==> config.mk <==
export PLATFORM = sky130hd
export DESIGN_NAME = toeplitz_serializer
export DESIGN_NICKNAME = d
export VERILOG_FILES = /design/src/rtl/toeplitz_pkg.sv /design/src/rtl/toeplitz_blkfifo.sv /design/src/rtl/toeplitz_serializer.sv
export SDC_FILE = /design/constraint.sdc
export NUM_CORES = 1
export LEC_CHECK = 0
export CAP_MARGIN = 20
export CORE_MARGIN = 2
export CORE_UTILIZATION = 50
export DETAILED_ROUTE_END_ITERATION = 8
export GPL_TIMING_DRIVEN = 0
export HOLD_SLACK_MARGIN = 0.06
export PLACE_DENSITY = 0.76
export SLEW_MARGIN = 20
export SYNTH_ARGS = -nofsm -noshare
export SYNTH_HDL_FRONTEND = slang
export SYNTH_SLANG_ARGS = --single-unit
==> constraint.sdc <==
create_clock -name clk -period 10.1 [get_ports clk]
set_input_delay 2.02 -clock clk [delete_from_list [all_inputs] [get_ports clk]]
set_output_delay 2.02 -clock clk [all_outputs]
set_load 0.03 [all_outputs]
==> src/rtl/toeplitz_pkg.sv <==
// Shared constants for the Toeplitz extractor and its output serializer.
// Both sides read them from here so their block and word widths always agree.
package toeplitz_pkg;

    localparam int BS     = 8;     // raw sample width fed to the extractor
    localparam int N      = 256;   // raw input bits consumed per extraction
    localparam int L      = 128;   // extracted block width
    localparam int W      = 32;    // serializer output word width
    localparam int DROP_W = 16;    // width of the saturating drop counter

    function automatic int words_per_block(input int l, input int w);
        return l / w;
    endfunction

endpackage

==> src/rtl/toeplitz_blkfifo.sv <==
// DEPTH x L synchronous block FIFO with a combinational head view.
// The caller never pushes into a full FIFO unless it pops in the same cycle.
module toeplitz_blkfifo #(
    parameter int L     = toeplitz_pkg::L,
    parameter int DEPTH = 2
) (
    input  logic                     clk,
    input  logic                     reset,
    input  logic                     push,
    input  logic [L-1:0]             din,
    input  logic                     pop,
    output logic [L-1:0]             head,
    output logic                     full,
    output logic                     empty,
    output logic [$clog2(DEPTH):0]   level
);
    import toeplitz_pkg::*;

    localparam int PTR_W = $clog2(DEPTH);
    localparam int LVL_W = PTR_W + 1;

    logic [L-1:0]     mem [DEPTH];
    logic [PTR_W-1:0] rd_ptr;
    logic [PTR_W-1:0] wr_ptr;
    logic [LVL_W-1:0] count;

    // Storage carries no reset; the pointers alone decide what is valid.
    always_ff @(posedge clk) begin
        if (push) begin
            mem[wr_ptr] <= din;
        end
    end

    // DEPTH is a power of two, so plain pointer overflow gives the modulo wrap.
    always_ff @(posedge clk) begin
        if (reset) begin
            rd_ptr <= '0;
            wr_ptr <= '0;
            count  <= '0;
        end else begin
            if (push) begin
                wr_ptr <= wr_ptr + 1'b1;
            end
            if (pop) begin
                rd_ptr <= rd_ptr + 1'b1;
            end
            case ({push, pop})
                2'b10:   count <= count + 1'b1;
                2'b01:   count <= count - 1'b1;
                default: count <= count;
            endcase
        end
    end

    assign head  = mem[rd_ptr];
    assign full  = (count == LVL_W'(DEPTH));
    assign empty = (count == '0);
    assign level = count;

endmodule

==> src/rtl/toeplitz_serializer.sv <==
// Buffers extracted L-bit blocks and streams them out LSB-first as W-bit words
// with valid/ready handshaking; blocks arriving into a full buffer are dropped and counted.
module toeplitz_serializer #(
    parameter int L     = toeplitz_pkg::L,
    parameter int W     = toeplitz_pkg::W,
    parameter int DEPTH = 2
) (
    input  logic                              clk,
    input  logic                              reset,
    input  logic [L-1:0]                      q,
    input  logic                              qstrobe,
    output logic [W-1:0]                      dout,
    output logic                              dvalid,
    input  logic                              dready,
    output logic                              overflow,
    output logic [toeplitz_pkg::DROP_W-1:0]   drop_count,
    output logic [$clog2(DEPTH):0]            level
);
    import toeplitz_pkg::*;

    localparam int WORDS = words_per_block(L, W);
    localparam int IDX_W = (WORDS > 1) ? $clog2(WORDS) : 1;

    if ((L % W) != 0) begin : g_bad_width
        $error("toeplitz_serializer: L must be an integer multiple of W");
    end
    if ((DEPTH < 2) || ((DEPTH & (DEPTH - 1)) != 0)) begin : g_bad_depth
        $error("toeplitz_serializer: DEPTH must be a power of two and at least 2");
    end

    logic [L-1:0]     head;
    logic             full;
    logic             empty;
    logic [IDX_W-1:0] word_idx;
    logic [W-1:0]     words [WORDS];
    logic             xfer;
    logic             last_word;
    logic             pop;
    logic             push;
    logic             drop;

    assign dvalid    = !empty;
    assign xfer      = dvalid && dready;
    assign last_word = (word_idx == IDX_W'(WORDS - 1));
    assign pop       = xfer && last_word;
    // A pop frees a slot in the same cycle, so a full buffer still accepts then.
    assign push      = qstrobe && (!full || pop);
    assign drop      = qstrobe && full && !pop;

    toeplitz_blkfifo #(
        .L     (L),
        .DEPTH (DEPTH)
    ) u_fifo (
        .clk   (clk),
        .reset (reset),
        .push  (push),
        .din   (q),
        .pop   (pop),
        .head  (head),
        .full  (full),
        .empty (empty),
        .level (level)
    );

    for (genvar k = 0; k < WORDS; k++) begin : g_words
        assign words[k] = head[k*W +: W];
    end

    assign dout = dvalid ? words[word_idx] : '0;

    always_ff @(posedge clk) begin
        if (reset) begin
            word_idx <= '0;
        end else if (xfer) begin
            word_idx <= last_word ? '0 : word_idx + 1'b1;
        end
    end

    always_ff @(posedge clk) begin
        if (reset) begin
            overflow   <= 1'b0;
            drop_count <= '0;
        end else if (drop) begin
            overflow <= 1'b1;
            if (drop_count != '1) begin
                drop_count <= drop_count + 1'b1;
            end
        end
    end

endmodule
# --- Word level (Yosys, flattened, before mapping) ---
# Memory sizes are Yosys's and may differ from the RTL's. A register that Yosys moved wholly into a read port is not among the register bits.
# Index checks and enable logic that the tools add are counted.
# Widths: inputs -> output; s select.
totals:
  ff_bits: 23
  latchBits: 0
  mem_bits_rw: 256
  rom_bits: 0
  in_bits: 132
  out_inout_bits: 52
  mem_count: 1
memory_table:
  columns: ["name", "words", "width", "rd", "rd_ports_with_merged_regs", "write_ports", "line", "text"]
  rows:
  - ["u_fifo.mem", 2, 128, 1, 1, 1, "toeplitz_blkfifo.sv:22", "logic [L-1:0] mem [DEPTH];"]
classes:
  addsub: 6
  mul: 0
  n_div: 0
  magnitude_cmp: 1
  n_eq_ne: 5
  shift: 0
  muxes: 10
  bitwise_logic: 1
  n_reduce_logical: 12
ops:
  columns: ["cell", "count"]
  rows:
  - ["$mux 32", 3]
  - ["$bmux 32 s2", 1]
  - ["$add 16x1->16 const B", 1]
  - ["$ne 16x16->1 const B", 1]
  - ["$eq 2x2->1 const B", 3]
  - ["$logic_and 1x1->1", 5]
  - ["$add 2x1->2 const B", 2]
  - ["$mux 1", 4]
  - ["$pmux 2 s2", 1]
  - ["$ge 3x3->1 const B", 1]
  - ["$logic_not 1->1", 3]
  - ["$not 2->3", 1]
  - ["$add 1x1->1 const B", 2]
  - ["$eq 2x1->1 const B", 1]
  - ["$logic_not 2->1", 1]
  - ["$mux 2", 1]
  - ["$reduce_and 2->1", 1]
  - ["$reduce_bool 2->1", 1]
  - ["$sub 2x1->2 const B", 1]
  - ["$logic_or 1x1->1", 1]

# --- Longest topological paths before layout ---
logic_depth:
  ltp_word: 8
  ltp_mapped: 6
  depth_no_buf: 5

# --- Cells and area by module ---
# From an unflattened synthesis, not the netlist that was laid out.
hier_totals:
  cells_unflattened: 615
  area_unflattened_um2: 11458.5
modules_own_cells:
  columns: ["mod", "instances", "cells_each", "area_each_um2", "seq_area_each_um2"]
  rows:
  - ["toeplitz_blkfifo", 1, 420, 9431.5, 7787.5]
  - ["toeplitz_serializer", 1, 195, 2026.9, 380.4]

# --- Worst setup path before layout ---
# OpenSTA, ideal clock, no wires.
synth_timing:
  path_type: "input to register"
  start: "in dready"
  end: "mem u_fifo.mem[0][0], enable pin"
  arrival_ps: 7635
  required_ps: 9483
  path_slack_ps: 1847
  path_stages: 3
  path_cell_list: "and2_1 -> o21ai_0 -> nor2_1"
synth_via:
  elab_chain_cells: 6
synth_lines:
  columns: ["item", "line", "text"]
  rows:
  - ["start, declared", "toeplitz_serializer.sv:14", "input logic dready,"]
  - ["$logic_and 1x1->1", "toeplitz_serializer.sv:43", "assign xfer = dvalid && dready;"]
  - ["$logic_and 1x1->1", "toeplitz_serializer.sv:45", "assign pop = xfer && last_word;"]
  - ["$logic_or 1x1->1", "toeplitz_serializer.sv:47", "assign push = qstrobe && (!full || pop);"]
  - ["$logic_and 1x1->1", "toeplitz_serializer.sv:47", null]
  - ["$mux 1", "toeplitz_blkfifo.sv:29", "if (push) begin"]
  - ["$mux 1 (not written as such)", "toeplitz_blkfifo.sv:30", "mem[wr_ptr] <= din;"]
  - ["end, declared", "toeplitz_blkfifo.sv:22", null]
# Every way passes these cells.

# --- Final worst setup path ---
layout_timing:
  start: "reg word_idx[0]"
  end: "out dout[11]"
layout_via:
  elab_chain_cells: 5
layout_lines:
  columns: ["item", "line", "text"]
  rows:
  - ["start, declared", "toeplitz_serializer.sv:34", "logic [IDX_W-1:0] word_idx;"]
  - ["start signal, assigned", "toeplitz_serializer.sv:75", "word_idx <= last_word ? '0 : word_idx + 1'b1;"]
  - ["$not 2->3 (not written as such)", "toeplitz_serializer.sv:69", "assign dout = dvalid ? words[word_idx] : '0;"]
  - ["$bmux 32 s2", "toeplitz_serializer.sv:69", null]
  - ["$mux 32 (not written as such) (2 in series)", "toeplitz_serializer.sv:69", null]
  - ["$mux 32", "toeplitz_serializer.sv:69", null]
  - ["end, declared", "toeplitz_serializer.sv:12", "output logic [W-1:0] dout,"]
# Every way passes these cells. The select of a mux whose other input is x is not followed.

==> results.cfg <==
[run_status]
status = finished, final reports clean

[drt]
wire_per_inst_um = 21.4
drc_errors = 0
first_pass_iters = 5
via_count = 6082
first_iter_violations = 381
wirelength_mm = 23.1
routed_via_density = 5.62
ant_nets = 0

[layout]
area_growth_pct = 30.9
multi_input_area_mm2 = 0.00267
stdcell_count = 1082
regArea_mm2 = 0.00817
nFillCells = 1441
nNetsFinal = 912
layout-drive-gt1-share_pct = 18.5

[sta]
worst_slew_pin_slew_ns = 0.951
fin_tns_setup_ns = 0
setup_viol = 0
fmax_ghz = 0.191
min_period_ns = 5.25
finalClockSkew_ns = 0.0102
relSlewSlack_pct = 36.6
hold_ws_ns = 0.494
rsz0062_at_grt = false
slew_violations = 0
finalCritPeriodShare_pct = 52.0
hold_viol_final = 0

[logic_synthesis]
synthSimpleGateAreaFrac_pct = 5.23
synth_fa_ha_area_share_pct = 0.228
synth_cells = 555
ys_seq_elements = 280
ys_types = 43
yosys_warnings = 0
avgSynthCellArea_um2 = 19.7
syn_nets = 689
synthMuxAreaShare_pct = 16.8
synth_compound_area_share_pct = 1.83
seq_area_frac_synth_pct = 74.5
synth_xor_area_share_pct = 0.160
synth_top_family_by_area = multiplexers
syn_area_mm2 = 0.0110

[clock_network]
cts.sinks = 280
cts_setup_buffers = 0
clk_latency_ns = 0.53
clock-root-buffer = clkbuf_16
clockBufferDepth = 3
cts_buffers = 29
cts_resized = 0
clk_pin_slew_worst_paths_ns = 0.06
cts_tree = yes
h-tree-depth = 1
ctsHoldBuffers = 0

[worst_setup_path]
crit_path_end_kind = output pin
worstSetupStartpointType = flop
cp_data_arrival_time_ns = 3.23
cp_top_family = buffers and inverters
crit_fanout = 10
slowest_stage = clkdlybuf4s50_1
regToRegSetupSlack_ns = 7.31
cp_slowest_stage_delay_ns = 0.70
required_ns = 8.08
worstPathCellList = buf_2 > clkbuf_1 > mux4_2 > mux2i_1 > nor2_1 > clkdlybuf4s50_1
path_buf_inv = 3
path_class = flop to output pin

[placed_design]
gp_congestion = 0.839
io_buffers = 182
dp_hpwl_mm = 15.7
placed_cells = 1027

[floorplan]
design.core.area_mm2 = 0.0217
ios = 184
dieArea_mm2 = 0.0231
rows = 54
start_util_pct = 50.5
die_w_um = 152
die_h_um = 152

[power]
leakage_nw = 4.62
power_density_mw_per_mm2 = 188
vdd_drop_max_mv = 0.141

[run]
drv_cap = 0

[grt]
antenna_found_initial = 2
grt_pass1_wl_mm = 36.1
grt_overflow = 0
grt_pass1_vias = 6697
grt_max_degree = 29
grtUsageTotal_pct = 19.8

[hold_path]
min_path_type = flop to flop
[worst register-to-register path, delay by kind of cell, from the launching register on]
family                   cells  cell delay, ns
flip-flops                   1            0.40
AND/OR/NAND/NOR              2            0.82
adder cells (fa/ha/maj)      1            0.33
AO/OA/AOI/OAI                1            0.27
buffers and inverters        3            0.64
[metal layers]
layer,track usage (%),wire length (um)
met1,25.3,9180
met2,34.9,11800
met3,4.56,1650
met4,4.76,449
met5,0,0
[cell usage in the layout (no fill, tap or decap), types with 10 or more instances in the layout]
cell type	synthesis	routed
mux2i_1	33	33
clkbuf_1	12	16
o21ai_0	10	10
edfxtp_1	256	256
mux4_2	64	64
clkbuf_16	0	29
nor2_1	47	45
a21oi_1	13	13
buf_2	10	10
clkdlybuf4s50_1	0	182
dfxtp_1	24	24
[layout make-up]
cell class                 instances  share of cell area (%)
tap                              280                    2.44
buffer                            28                   0.829
clock inverter                    20                    1.47
sequential                       280                    57.0
timing repair buffer             192                    14.4
antenna                            2                  0.0349
clock buffer                      33                    5.17
multi-input combinational        242                    18.6
inverter                           5                   0.131
[cell usage after synthesis]
| cell type | count | area share (%) |
|---|---|---|
| o41ai_1 | 2 | 0.16 |
| nand2_1 | 7 | 0.24 |
| o311ai_0 | 1 | 0.080 |
| nor2_1 | 47 | 1.6 |
| ha_1 | 2 | 0.23 |
| nor2b_4 | 1 | 0.13 |
| mux2_4 | 2 | 0.27 |
| inv_1 | 5 | 0.17 |
| nand3_2 | 1 | 0.091 |
| nor4_1 | 3 | 0.17 |
| or3_1 | 3 | 0.17 |
| mux4_2 | 64 | 13 |
| and4_2 | 1 | 0.091 |
| and3_1 | 3 | 0.17 |
| clkbuf_1 | 12 | 0.41 |
| and3b_1 | 1 | 0.080 |
| mux2_2 | 3 | 0.31 |
| nand4_1 | 6 | 0.34 |
| nand4_4 | 1 | 0.19 |
| and2_1 | 1 | 0.057 |
| xnor2_1 | 1 | 0.080 |
| nor4_2 | 1 | 0.11 |
| clkbuf_2 | 1 | 0.046 |
| nor3_1 | 3 | 0.14 |
| nand2b_1 | 1 | 0.057 |
| o31ai_1 | 4 | 0.27 |
| a21oi_1 | 13 | 0.59 |
| mux2i_1 | 33 | 3.0 |
| nand3_1 | 7 | 0.32 |
| o21ai_0 | 10 | 0.46 |
| a21boi_4 | 1 | 0.17 |
| buf_1 | 5 | 0.17 |
| xor2_1 | 1 | 0.080 |
| dfxtp_1 | 24 | 4.4 |
| nand3b_1 | 1 | 0.069 |
| or4_1 | 5 | 0.34 |
| nor2b_1 | 5 | 0.29 |
| a21bo_2 | 1 | 0.091 |
| edfxtp_1 | 256 | 70 |
| or3_2 | 3 | 0.21 |
| and4_1 | 2 | 0.16 |
| buf_2 | 10 | 0.46 |
| nor4_4 | 1 | 0.19 |
[per-stage QoR]
stage / total power, W / setup WS [ns] / instance area [um2] / util [%]
floorplan: 0.00153 / 1.85 / 11000 / -
global placement: 0.00166 / -1.41 / 13100 / 60.5
detailed placement: 0.00167 / 5.31 / 13400 / 61.7
CTS: 0.00272 / 4.72 / 14300 / 66.1
global route: 0.00278 / 4.64 / 14300 / 66.1
finish: 0.00269 / 4.85 / 14300 / 66.1
[logic make-up (layout without fill, tap and decap cells)]
kind of cell,after synthesis,in the layout
compound gates,32,32
xor+xnor,2,2
fa+ha+maj,2,2
buf+inv,33,278
flops,280,280
mux,102,102
other cells,0,2
simple gates,104,104
[power by group]
group	total [W]	switching [W]	internal (W)
clock	0.00105	0.000420	0.000628
combinational	0.000276	0.000140	0.000136
sequential	0.00137	0.0000171	0.00135
total	0.00269	0.000578	0.00211
[sequential cells by signal, summed over array words and instances, names as in the netlist, named ones only]
| register | flops |
|---|---|
| u_fifo.mem | 256 |
| overflow | 1 |
| u_fifo.wr_ptr | 1 |
| word_idx | 2 |
| u_fifo.rd_ptr | 1 |
| u_fifo.level | 2 |
| drop_count | 16 |
[path summary, 6_finish.rpt]
kind,startpoint,endpoint,cells after the start
worst min register to register,overflow,overflow,2
worst min-delay path,overflow,overflow,2
worst max register to register,word_idx[0],u_fifo.mem[0][115],7
worst max-delay path,word_idx[0],dout[11],6
No activity file was read; power rests on OpenSTA's default activity.
